==> src/rtl/bus_pkg.sv <==
// Shared definitions for the 4-master bus arbiter.
//   BUS_NUM_MASTERS : number of masters on the shared bus
//   master_id_t     : 2-bit master index
//   arb_state_t     : arbiter FSM states
//   id_to_onehot    : master index -> one-hot grant vector
package bus_pkg;
    localparam int BUS_NUM_MASTERS = 4;

    typedef logic [1:0] master_id_t;

    typedef enum logic {
        ARB_IDLE,
        ARB_GRANT
    } arb_state_t;

    function automatic logic [BUS_NUM_MASTERS-1:0] id_to_onehot(master_id_t id);
        return 4'b0001 << id;
    endfunction
endpackage

==> src/rtl/bus_arbiter_if.sv <==
// Request/grant bundle between the bus masters and the arbiter.
//   mN_req_i  : master N request (level, held for the whole transfer)
//   mN_grnt_o : master N grant (registered, one-hot or all-zero)
//   owner_o   : index of the current owner, valid only while busy_o=1
//   busy_o    : any grant asserted
// Modports: master = request side, slave = arbiter side.
interface bus_arbiter_if;
    logic               m0_req_i;
    logic               m1_req_i;
    logic               m2_req_i;
    logic               m3_req_i;
    logic               m0_grnt_o;
    logic               m1_grnt_o;
    logic               m2_grnt_o;
    logic               m3_grnt_o;
    bus_pkg::master_id_t owner_o;
    logic               busy_o;

    modport master (
        output m0_req_i, m1_req_i, m2_req_i, m3_req_i,
        input  m0_grnt_o, m1_grnt_o, m2_grnt_o, m3_grnt_o, owner_o, busy_o
    );

    modport slave (
        input  m0_req_i, m1_req_i, m2_req_i, m3_req_i,
        output m0_grnt_o, m1_grnt_o, m2_grnt_o, m3_grnt_o, owner_o, busy_o
    );
endinterface

==> src/rtl/bus_rr_pick.sv <==
// Combinational round-robin search.
//   req     : request vector, bit N = master N
//   ptr     : first master index to search
//   exclude : mask of masters that may not win this cycle
//   found   : at least one eligible requester
//   winner  : first eligible requester at or after ptr (mod 4)
module bus_rr_pick
    import bus_pkg::*;
(
    input  logic [BUS_NUM_MASTERS-1:0] req,
    input  master_id_t                 ptr,
    input  logic [BUS_NUM_MASTERS-1:0] exclude,
    output logic                       found,
    output master_id_t                 winner
);
    logic [BUS_NUM_MASTERS-1:0]   cand;
    logic [2*BUS_NUM_MASTERS-1:0] cand_dbl;
    logic [BUS_NUM_MASTERS-1:0]   cand_rot;

    // Rotate the candidates so that bit 0 is the master at ptr; the lowest
    // set bit of the rotated vector is then the round-robin winner.
    assign cand     = req & ~exclude;
    assign cand_dbl = {cand, cand} >> ptr;
    assign cand_rot = cand_dbl[BUS_NUM_MASTERS-1:0];

    always_comb begin
        found  = |cand_rot;
        winner = ptr;
        for (int i = BUS_NUM_MASTERS - 1; i >= 0; i--) begin
            if (cand_rot[i]) begin
                winner = ptr + master_id_t'(i);
            end
        end
    end
endmodule

==> src/rtl/bus_arbiter.sv <==
// Round-robin arbiter for the 4-master shared bus with registered one-hot
// grants, hold-until-release ownership and optional forced rotation.
//   clk_i : bus clock
//   rst_i : asynchronous active-high reset
//   bus   : request/grant bundle (slave side)
// Parameters:
//   MAX_TENURE : cycles an owner may hold the bus while another master waits (0 = never preempt)
//   TENURE_W   : tenure counter width, MAX_TENURE < 2**TENURE_W
module bus_arbiter
    import bus_pkg::*;
#(
    parameter int MAX_TENURE = 16,
    parameter int TENURE_W   = 8
) (
    input logic          clk_i,
    input logic          rst_i,
    bus_arbiter_if.slave bus
);
    localparam logic [TENURE_W-1:0] TENURE_LIMIT =
        TENURE_W'((MAX_TENURE > 0) ? MAX_TENURE - 1 : 0);

    arb_state_t                 state_reg,  state_next;
    master_id_t                 owner_reg,  owner_next;
    master_id_t                 ptr_reg,    ptr_next;
    logic [TENURE_W-1:0]        tenure_reg, tenure_next;
    logic [BUS_NUM_MASTERS-1:0] grant_reg,  grant_next;

    logic [BUS_NUM_MASTERS-1:0] req;
    logic [BUS_NUM_MASTERS-1:0] exclude;
    logic                       owner_req;
    logic                       tenure_expired;
    logic                       pick_found;
    master_id_t                 pick_winner;
    logic                       handoff;

    assign req = {bus.m3_req_i, bus.m2_req_i, bus.m1_req_i, bus.m0_req_i};

    // The current owner never competes in its own hand-off search.
    assign exclude   = (state_reg == ARB_GRANT) ? id_to_onehot(owner_reg) : '0;
    assign owner_req = req[owner_reg];

    // ">=" rather than "==" so a waiter that arrives after the counter has
    // already passed the limit still forces rotation.
    assign tenure_expired = (MAX_TENURE > 0) && (tenure_reg >= TENURE_LIMIT);

    bus_rr_pick u_pick (
        .req     (req),
        .ptr     (ptr_reg),
        .exclude (exclude),
        .found   (pick_found),
        .winner  (pick_winner)
    );

    // State register
    always_ff @(posedge clk_i or posedge rst_i) begin
        if (rst_i) begin
            state_reg  <= ARB_IDLE;
            owner_reg  <= '0;
            ptr_reg    <= '0;
            tenure_reg <= '0;
            grant_reg  <= '0;
        end else begin
            state_reg  <= state_next;
            owner_reg  <= owner_next;
            ptr_reg    <= ptr_next;
            tenure_reg <= tenure_next;
            grant_reg  <= grant_next;
        end
    end

    // Next-state logic
    always_comb begin
        state_next  = state_reg;
        owner_next  = owner_reg;
        ptr_next    = ptr_reg;
        tenure_next = tenure_reg;
        handoff     = 1'b0;

        case (state_reg)
            ARB_IDLE: begin
                handoff = pick_found;
            end
            ARB_GRANT: begin
                if (!owner_req) begin
                    // Release: pass straight to the next requester, else go idle.
                    if (pick_found) begin
                        handoff = 1'b1;
                    end else begin
                        state_next = ARB_IDLE;
                    end
                end else if (tenure_expired && pick_found) begin
                    handoff = 1'b1;
                end else if (tenure_reg != '1) begin
                    tenure_next = tenure_reg + 1'b1;
                end
            end
            default: begin
                state_next = ARB_IDLE;
            end
        endcase

        if (handoff) begin
            state_next  = ARB_GRANT;
            owner_next  = pick_winner;
            ptr_next    = pick_winner + 2'd1;
            tenure_next = '0;
        end
    end

    // Output logic: the grant register mirrors the next owner while granted.
    always_comb begin
        grant_next = '0;
        if (state_next == ARB_GRANT) begin
            grant_next = id_to_onehot(owner_next);
        end
    end

    assign bus.m0_grnt_o = grant_reg[0];
    assign bus.m1_grnt_o = grant_reg[1];
    assign bus.m2_grnt_o = grant_reg[2];
    assign bus.m3_grnt_o = grant_reg[3];
    assign bus.owner_o   = owner_reg;
    assign bus.busy_o    = |grant_reg;
endmodule
==> src/flat_wrapper.sv <==
// flat-port wrapper written by rule: the top's interface ports become plain ports
module bus_arbiter_flat import bus_pkg::*;
#(
    parameter int MAX_TENURE = 16,
    parameter int TENURE_W   = 8
)
  (clk_i, rst_i, bus_m0_req_i, bus_m1_req_i, bus_m2_req_i, bus_m3_req_i, bus_m0_grnt_o, bus_m1_grnt_o, bus_m2_grnt_o, bus_m3_grnt_o, bus_owner_o, bus_busy_o);
  bus_arbiter_if bus_i ();
  input logic clk_i;
  input logic rst_i;
  input wire logic [$bits(bus_i.m0_req_i)-1:0] bus_m0_req_i;
  input wire logic [$bits(bus_i.m1_req_i)-1:0] bus_m1_req_i;
  input wire logic [$bits(bus_i.m2_req_i)-1:0] bus_m2_req_i;
  input wire logic [$bits(bus_i.m3_req_i)-1:0] bus_m3_req_i;
  output wire logic [$bits(bus_i.m0_grnt_o)-1:0] bus_m0_grnt_o;
  output wire logic [$bits(bus_i.m1_grnt_o)-1:0] bus_m1_grnt_o;
  output wire logic [$bits(bus_i.m2_grnt_o)-1:0] bus_m2_grnt_o;
  output wire logic [$bits(bus_i.m3_grnt_o)-1:0] bus_m3_grnt_o;
  output wire logic [$bits(bus_i.owner_o)-1:0] bus_owner_o;
  output wire logic [$bits(bus_i.busy_o)-1:0] bus_busy_o;
  assign bus_i.m0_req_i = bus_m0_req_i;
  assign bus_i.m1_req_i = bus_m1_req_i;
  assign bus_i.m2_req_i = bus_m2_req_i;
  assign bus_i.m3_req_i = bus_m3_req_i;
  assign bus_m0_grnt_o = bus_i.m0_grnt_o;
  assign bus_m1_grnt_o = bus_i.m1_grnt_o;
  assign bus_m2_grnt_o = bus_i.m2_grnt_o;
  assign bus_m3_grnt_o = bus_i.m3_grnt_o;
  assign bus_owner_o = bus_i.owner_o;
  assign bus_busy_o = bus_i.busy_o;
  bus_arbiter #(.MAX_TENURE(MAX_TENURE), .TENURE_W(TENURE_W)) u_core (.clk_i(clk_i), .rst_i(rst_i), .bus(bus_i));
endmodule
==> config.mk <==
export PLATFORM = sky130hd
export DESIGN_NAME = bus_arbiter_flat
export DESIGN_NICKNAME = d
export VERILOG_FILES = /design/src/rtl/bus_pkg.sv /design/src/rtl/bus_arbiter_if.sv /design/src/rtl/bus_rr_pick.sv /design/src/rtl/bus_arbiter.sv /design/src/flat_wrapper.sv
export SDC_FILE = /design/constraint.sdc
export NUM_CORES = 1
export LEC_CHECK = 0
export ABC_AREA = 0
export BUFFER_PORTS_ARGS = -buffer_cell sky130_fd_sc_hd__buf_2
export CAP_MARGIN = 20
export CELL_PAD_IN_SITES_DETAIL_PLACEMENT = 1
export CELL_PAD_IN_SITES_GLOBAL_PLACEMENT = 2
export CORE_AREA = 3 3 56 58
export DETAILED_ROUTE_END_ITERATION = 8
export DIE_AREA = 0 0 59 61
export HOLD_SLACK_MARGIN = 0.08
export PLACE_DENSITY = 0.82
export SYNTH_ARGS = -nofsm -noshare
export SYNTH_HDL_FRONTEND = slang
export SYNTH_SLANG_ARGS = --single-unit
==> constraint.sdc <==
create_clock -name clk_i -period 4.1 [get_ports clk_i]
set_clock_uncertainty 0.05 [all_clocks]
set_input_delay 0.41 -clock clk_i [delete_from_list [all_inputs] [get_ports clk_i]]
set_output_delay 0.41 -clock clk_i [all_outputs]
set_load 0.005 [all_outputs]
# After elaboration in Yosys (flattened, before gate mapping)
# Cells that the tools add are included.
[word_totals] ff_bits=17 elab_cells=48
[classes] shift=3 n_addsub=5 n_bitwise=3 order_cmp=2 n_mux=21 eq_ne=2 reduce_logical=7
[ops] cell="8-bit two-way mux" n=5
[ops] cell="2-bit two-way mux" n=5
[ops] cell="8-bit by 1-bit adder with 8-bit output (second input constant)" n=1
[ops] cell="8-bit by 4-bit >= comparator with 1-bit output (second input constant)" n=1
[ops] cell="4-bit two-way mux" n=2
[ops] cell="8-bit != test (second input constant)" n=1
[ops] cell="4-bit OR reduction" n=2
[ops] cell="1-bit by 2-bit left shift with 4-bit output (first input constant)" n=2
[ops] cell="8-bit by 2-bit >> shifter with 4-bit output" n=1
[ops] cell="1-bit two-way mux" n=7
[ops] cell="2-bit nonzero test" n=3
[ops] cell="2-bit by 1-bit adder with 2-bit output (second input constant)" n=2
[ops] cell="2-bit adder (second input constant)" n=2
[ops] cell="4-bit AND" n=1
[ops] cell="4-bit NOT" n=1
[ops] cell="4-bit AND reduction" n=1
[ops] cell="2-bit by 3-bit less-than comparator with 1-bit output (second input constant)" n=1
[ops] cell="1-bit binary-select mux with 2-bit select" n=1
[ops] cell="2-bit by 1-bit != test with 1-bit output (second input constant)" n=1
[ops] cell="1-bit one-hot mux with 2 select lines" n=1
[ops] cell="1-bit logical AND" n=1
[ops] cell="1-bit NOT" n=1

# Depth between registers and ports, before layout
[logic_depth] word_depth=13 mapped_depth=8 ltp_nobuf=7

# Modules after synthesis
# A second synthesis with hierarchy kept.
[hier_totals] cells_unflattened=112 hier_area_um2=1031.0
[modules_own_cells] mod="bus_arbiter" area_per_inst_um2=894.6 cells_per_inst=91 n_inst=1
[modules_own_cells] mod="bus_rr_pick" area_per_inst_um2=136.4 cells_per_inst=21 n_inst=1

# Worst setup path before layout
# No wires, ideal clock.
[synth_timing] path_type="register to register" startpoint="reg u_core.owner_reg[0], in the netlist u_core.bus.owner_o[0]" endpoint="reg u_core.grant_reg[0]" arrival_ps=1934 period_less_slack_ps=2061 path_buffers=0 required_time_ps=3973 setup_ps=77 path_slack_ps=2039 path_stages_with_launch=7 path_cell_list="dfrtp_1 or3b_4 and2_4 or3_1 o21a_1 or3_1 a21oi_1"
[synth_between] elab_chain_cells=13 word_cells_on_any_way=23 cone_classes="shift: 3; mux: 16; bitwise: 2; reduce/logical: 2"
[synth_lines] element="start: declaration" line="bus_arbiter.sv:23" rtl="master_id_t owner_reg, owner_next;"
[synth_lines] element="start signal: assignment" line="bus_arbiter.sv:64" rtl="owner_reg <= owner_next;"
[synth_lines] element="1-bit by 2-bit left shift with 4-bit output" line="bus_pkg.sv:17" rtl="return 4'b0001 << id;"
[synth_lines] element="4-bit two-way mux" line="bus_arbiter.sv:39" rtl="assign exclude = (state_reg == ARB_GRANT) ? id_to_onehot(owner_reg) : '0;"
[synth_lines] element="4-bit NOT" line="bus_rr_pick.sv:22" rtl="assign cand = req & ~exclude;"
[synth_lines] element="4-bit AND" line="bus_rr_pick.sv:22"
[synth_lines] element="8-bit by 2-bit >> shifter with 4-bit output" line="bus_rr_pick.sv:23" rtl="assign cand_dbl = {cand, cand} >> ptr;"
[synth_lines] element="4-bit OR reduction" line="bus_rr_pick.sv:27" rtl="found = |cand_rot;"
[synth_lines] element="1-bit logical AND" line="bus_arbiter.sv:91" rtl="end else if (tenure_expired && pick_found) begin"
[synth_lines] element="1-bit two-way mux" line="bus_arbiter.sv:91"
[synth_lines] element="1-bit two-way mux" line="bus_arbiter.sv:84" rtl="if (!owner_req) begin"
[synth_lines] element="1-bit one-hot mux with 2 select lines" line="bus_arbiter.sv:79" rtl="case (state_reg)"
[synth_lines] element="2-bit two-way mux" line="bus_arbiter.sv:102" rtl="if (handoff) begin"
[synth_lines] element="1-bit by 2-bit left shift with 4-bit output" line="bus_pkg.sv:17"
[synth_lines] element="4-bit two-way mux (*)" line="bus_arbiter.sv:113" rtl="if (state_next == ARB_GRANT) begin"
[synth_lines] element="net u_core.grant_next[0]" line="bus_arbiter.sv:26" rtl="logic [BUS_NUM_MASTERS-1:0] grant_reg, grant_next;"
[synth_lines] element="end signal: assignment" line="bus_arbiter.sv:67" rtl="grant_reg <= grant_next;"
[synth_lines] element="end: declaration" line="bus_arbiter.sv:26"
# Mark *: on every way through the listed nets, which the timed path passes. The rest lies on a longest branch. The select of a mux whose other input is x is not followed.
# A chain may end at the register's enable or synchronous reset.

# Worst setup path in the final report
[layout_timing] startpoint="reg u_core.owner_reg[0], in the netlist u_core.bus.owner_o[0]" endpoint="reg u_core.grant_reg[1]"
# Same word-level chain as after synthesis.

==> qor.csv <==
stage;metric;value;unit
placement;final weighted congestion in routability-driven placement;0.800;
clock_tree;CTS clock-pin slew for the worst setup and hold paths;0.10;ns
global_routing;vias in the first global route;870;
power_and_ir_drop;power per unit of standard cell area;656;mW/mm2
clock_tree;clock latency of the later-clocked register in the worst-skew pair;0.29;ns
clock_tree;CTS root buffer;sky130_fd_sc_hd__clkbuf_4;
worst_setup_path;sort of element at the end of the critical path;flip-flop;
clock_tree;CTS H-tree depth;1;
die;io pins;13;
placement;HPWL after DPL;1780;um
die;core region area;0.00271;mm2
worst_setup_path;Slowest Stage Delay on Critical Path;0.51;ns
finish;commonest non-fill, non-tap cell in the layout;sky130_fd_sc_hd__dfrtp_1;
global_routing;maximum number of pins on one net before global-route repair;18;
sta;worst slew pin tran;0.874;ns
synthesis;Synth area leader;sky130_fd_sc_hd__dfrtp_1;
synthesis;cell types occupying the most area after synthesis;sky130_fd_sc_hd__dfrtp_1 (41%), sky130_fd_sc_hd__nand2_1 (5.1%), sky130_fd_sc_hd__xnor2_1 (5.1%), sky130_fd_sc_hd__nor4_4 (4.1%), sky130_fd_sc_hd__nor2_1 (4.0%);
global_routing;total gr overflow;0;
die;initial core utilization;0.379;
worst_setup_path;kind of critical path;flip-flop to flip-flop;
detailed_routing;initial drt markers;45;
finish;layout cells sized above 1;0.202;
synthesis;fraction of the yosys area taken by sequential cells;0.415;
die;vertical extent of the die;61;um
min_path;Worst Hold Class;input pin to async pin;
synthesis;count of yosys warnings during synthesis;0;
finish;sequential standard cell area;425;um2
finish;count of antenna diodes in the layout;0;
worst_setup_path;Critical Path Fanout Max;12;
placement;cell area reported after detailed placement;0.00111;mm2
finish;final standard cell area without fillers;0.00114;mm2
synthesis;number of different library cells in the post-synthesis netlist;38;
power_and_ir_drop;worst vdd ir;0.340;mV
synthesis;area share of the largest cell type after synthesis;0.415;
finish;final layout net count;127;
finish;Filler Cell Count;332;
die;horizontal die dimension;59;um
finish;flip-flop count of the largest register after layout;8;
sta;share of the clock period used by the worst path;0.584;
clock_tree;Longest Clk Path Bufs;2;
clock_tree;clock sink count;17;
run;max-cap violation count;0;
worst_setup_path;required time reported for the critical path endpoint;4.28;ns
synthesis;post-synthesis cell count;105;
finish;Area Growth Syn to Fin;11.0;%
clock_tree;clock tree from TritonCTS;built;
die;number of cell rows;19;
worst_setup_path;highest-delay cell along the critical path;sky130_fd_sc_hd__dfrtp_1;
synthesis;number of synthesized register bits;17;
synthesis;Synthesized Nets;112;
run_status;status;finished, final reports clean;
sta;Pins Over Slew Limit;0;
placement;number of input and output port buffers inserted;12;
sta;RSZ-0062 raised after global routing;false;
finish;total area of multi-input combinational cells;573;um2
worst_setup_path;worst path buffer plus inverter count;0;
detailed_routing;wire length reported by the detailed router;2370;um
detailed_routing;via count normalized by instance count;5.62;
global_routing;first-pass GRT wire length;4130;um
synthesis;cell area after synthesis;0.00103;mm2
detailed_routing;number of optimization iterations in the first detailed-route pass;4;
clock_tree;number of hold buffers added after cts;0;
sta;Hold Vio Cnt, Final;0;
worst_setup_path;largest delay contributor family on the critical path;simple AND/OR/NAND/NOR gates;
synthesis;fraction of registers with async set or reset after synthesis;1.00;
detailed_routing;mean routed wirelength per cell;15.8;um
worst_setup_path;sequence of cells on the critical path;mux2_1, o22a_1, or3_1, o21a_1, or3_1, a21oi_1;
sta;total negative slack for setup checks;0;ns
synthesis;synthesized area per cell;9.77;um2
die;floorplan die area;0.00360;mm2
clock_tree;number of buffers inserted to repair setup after CTS;0;
sta;Max Clock Freq;417;MHz
sta;Final setup violation count;0;
clock_tree;number of CTS-inserted buffers;3;
synthesis;Main synth FF type;sky130_fd_sc_hd__dfrtp_1;
global_routing;antenna violations before repair;0;
sta;clock period minus worst slack;2.40;ns
worst_setup_path;Critical Path Source Type;flip-flop;
detailed_routing;post-route DRC violation count;0;
worst_setup_path;FF-to-FF setup slack;1.70;ns
synthesis;EDFF count, synth;0;
power_and_ir_drop;leakage power summed over all cells;0.492;nW
worst_setup_path;most frequent cell on the critical path;sky130_fd_sc_hd__or3_1;
finish;commonest cells after routing, fill and taps aside;sky130_fd_sc_hd__dfrtp_1 (17), sky130_fd_sc_hd__nand2_1 (14), sky130_fd_sc_hd__buf_2 (12), sky130_fd_sc_hd__nor2_1 (11), sky130_fd_sc_hd__xnor2_1 (6);
detailed_routing;routed via count;843;
worst_setup_path;data arrival time of the critical path;2.57;ns
clock_tree;cts repair resizes;0;
detailed_routing;DRT antenna net count;0;
global_routing;GRT Overall Usage;0.155;
sta;Slew HR;0.416;
## cell usage after synthesis (2+ instances only)
master and instances:
sky130_fd_sc_hd__dfrtp_1 17, sky130_fd_sc_hd__nand2_1 14, sky130_fd_sc_hd__nor2_1 11, sky130_fd_sc_hd__xnor2_1 6
sky130_fd_sc_hd__a21oi_1 5, sky130_fd_sc_hd__nand3_1 5, sky130_fd_sc_hd__inv_1 4, sky130_fd_sc_hd__o211ai_1 3
sky130_fd_sc_hd__o21a_1 3, sky130_fd_sc_hd__o21ai_0 3, sky130_fd_sc_hd__o22ai_1 3, sky130_fd_sc_hd__or3_1 3
sky130_fd_sc_hd__nand2b_1 2, sky130_fd_sc_hd__nor4_4 2
## cell families after synthesis
group	share of synthesized area
AO/OA/AOI/OAI	0.183
XOR/XNOR	0.0512
adder cells (fa/ha/maj)	0.0122
buffers and inverters	0.0268
flip-flops	0.415
multiplexers	0.0427
AND/OR/NAND/NOR	0.270
## power breakdown
part	total [W]	internal (W)	switching [W]	leakage [nW]
clock network	0.0000921	0.0000379	0.0000542	0.0150
logic	0.000383	0.000161	0.000222	0.259
registers	0.000272	0.000215	0.0000574	0.218
total	0.000747	0.000414	0.000333	0.492
## layer usage
layer	track usage	routed length, um
met1	0.213	1130
met2	0.235	1090
met3	0.0277	103
met4	0.0777	43
met5	0	0
## through the flow
stage,instances,util,power (W),setup WS (ns),hold WS (ns)
2_1_floorplan,105,-,0.000558,2.04,0.286
3_3_place_gp,146,0.410,0.000654,1.76,0.459
3_5_place_dp,146,0.410,0.000660,1.73,0.472
4_1_cts,150,0.420,0.000755,1.70,0.160
5_1_grt,150,0.420,0.000825,1.57,0.166
6_report,150,0.420,0.000747,1.70,0.139
## worst register-to-register path: stages, from the launching register on
cell                      delay (ns)
sky130_fd_sc_hd__dfrtp_1        0.51
sky130_fd_sc_hd__mux2_1         0.36
sky130_fd_sc_hd__o22a_1         0.24
sky130_fd_sc_hd__or3_1          0.41
sky130_fd_sc_hd__o21a_1         0.24
sky130_fd_sc_hd__or3_1          0.36
sky130_fd_sc_hd__a21oi_1        0.15
## worst paths after layout
check                                       from               endpoint  cells after the start
hold / removal                             rst_i  u_core.bus.owner_o[1]                      2
setup reg to reg           u_core.bus.owner_o[0]    u_core.grant_reg[1]                      6
min in group clk_i          u_core.tenure_reg[5]   u_core.tenure_reg[5]                      1
max in group asynchronous                  rst_i   u_core.tenure_reg[5]                      2
setup / recovery           u_core.bus.owner_o[0]    u_core.grant_reg[1]                      6
hold reg to reg             u_core.tenure_reg[5]   u_core.tenure_reg[5]                      1
## layout make-up
cell class,instances,share of cell area
clock buffers,4,0.0231
well taps,31,0.0341
flip-flops and latches,17,0.374
multi-input cells,82,0.503
inverters,4,0.0132
repair buffers,12,0.0527
Note: power is estimated with default switching activity, not from simulation.
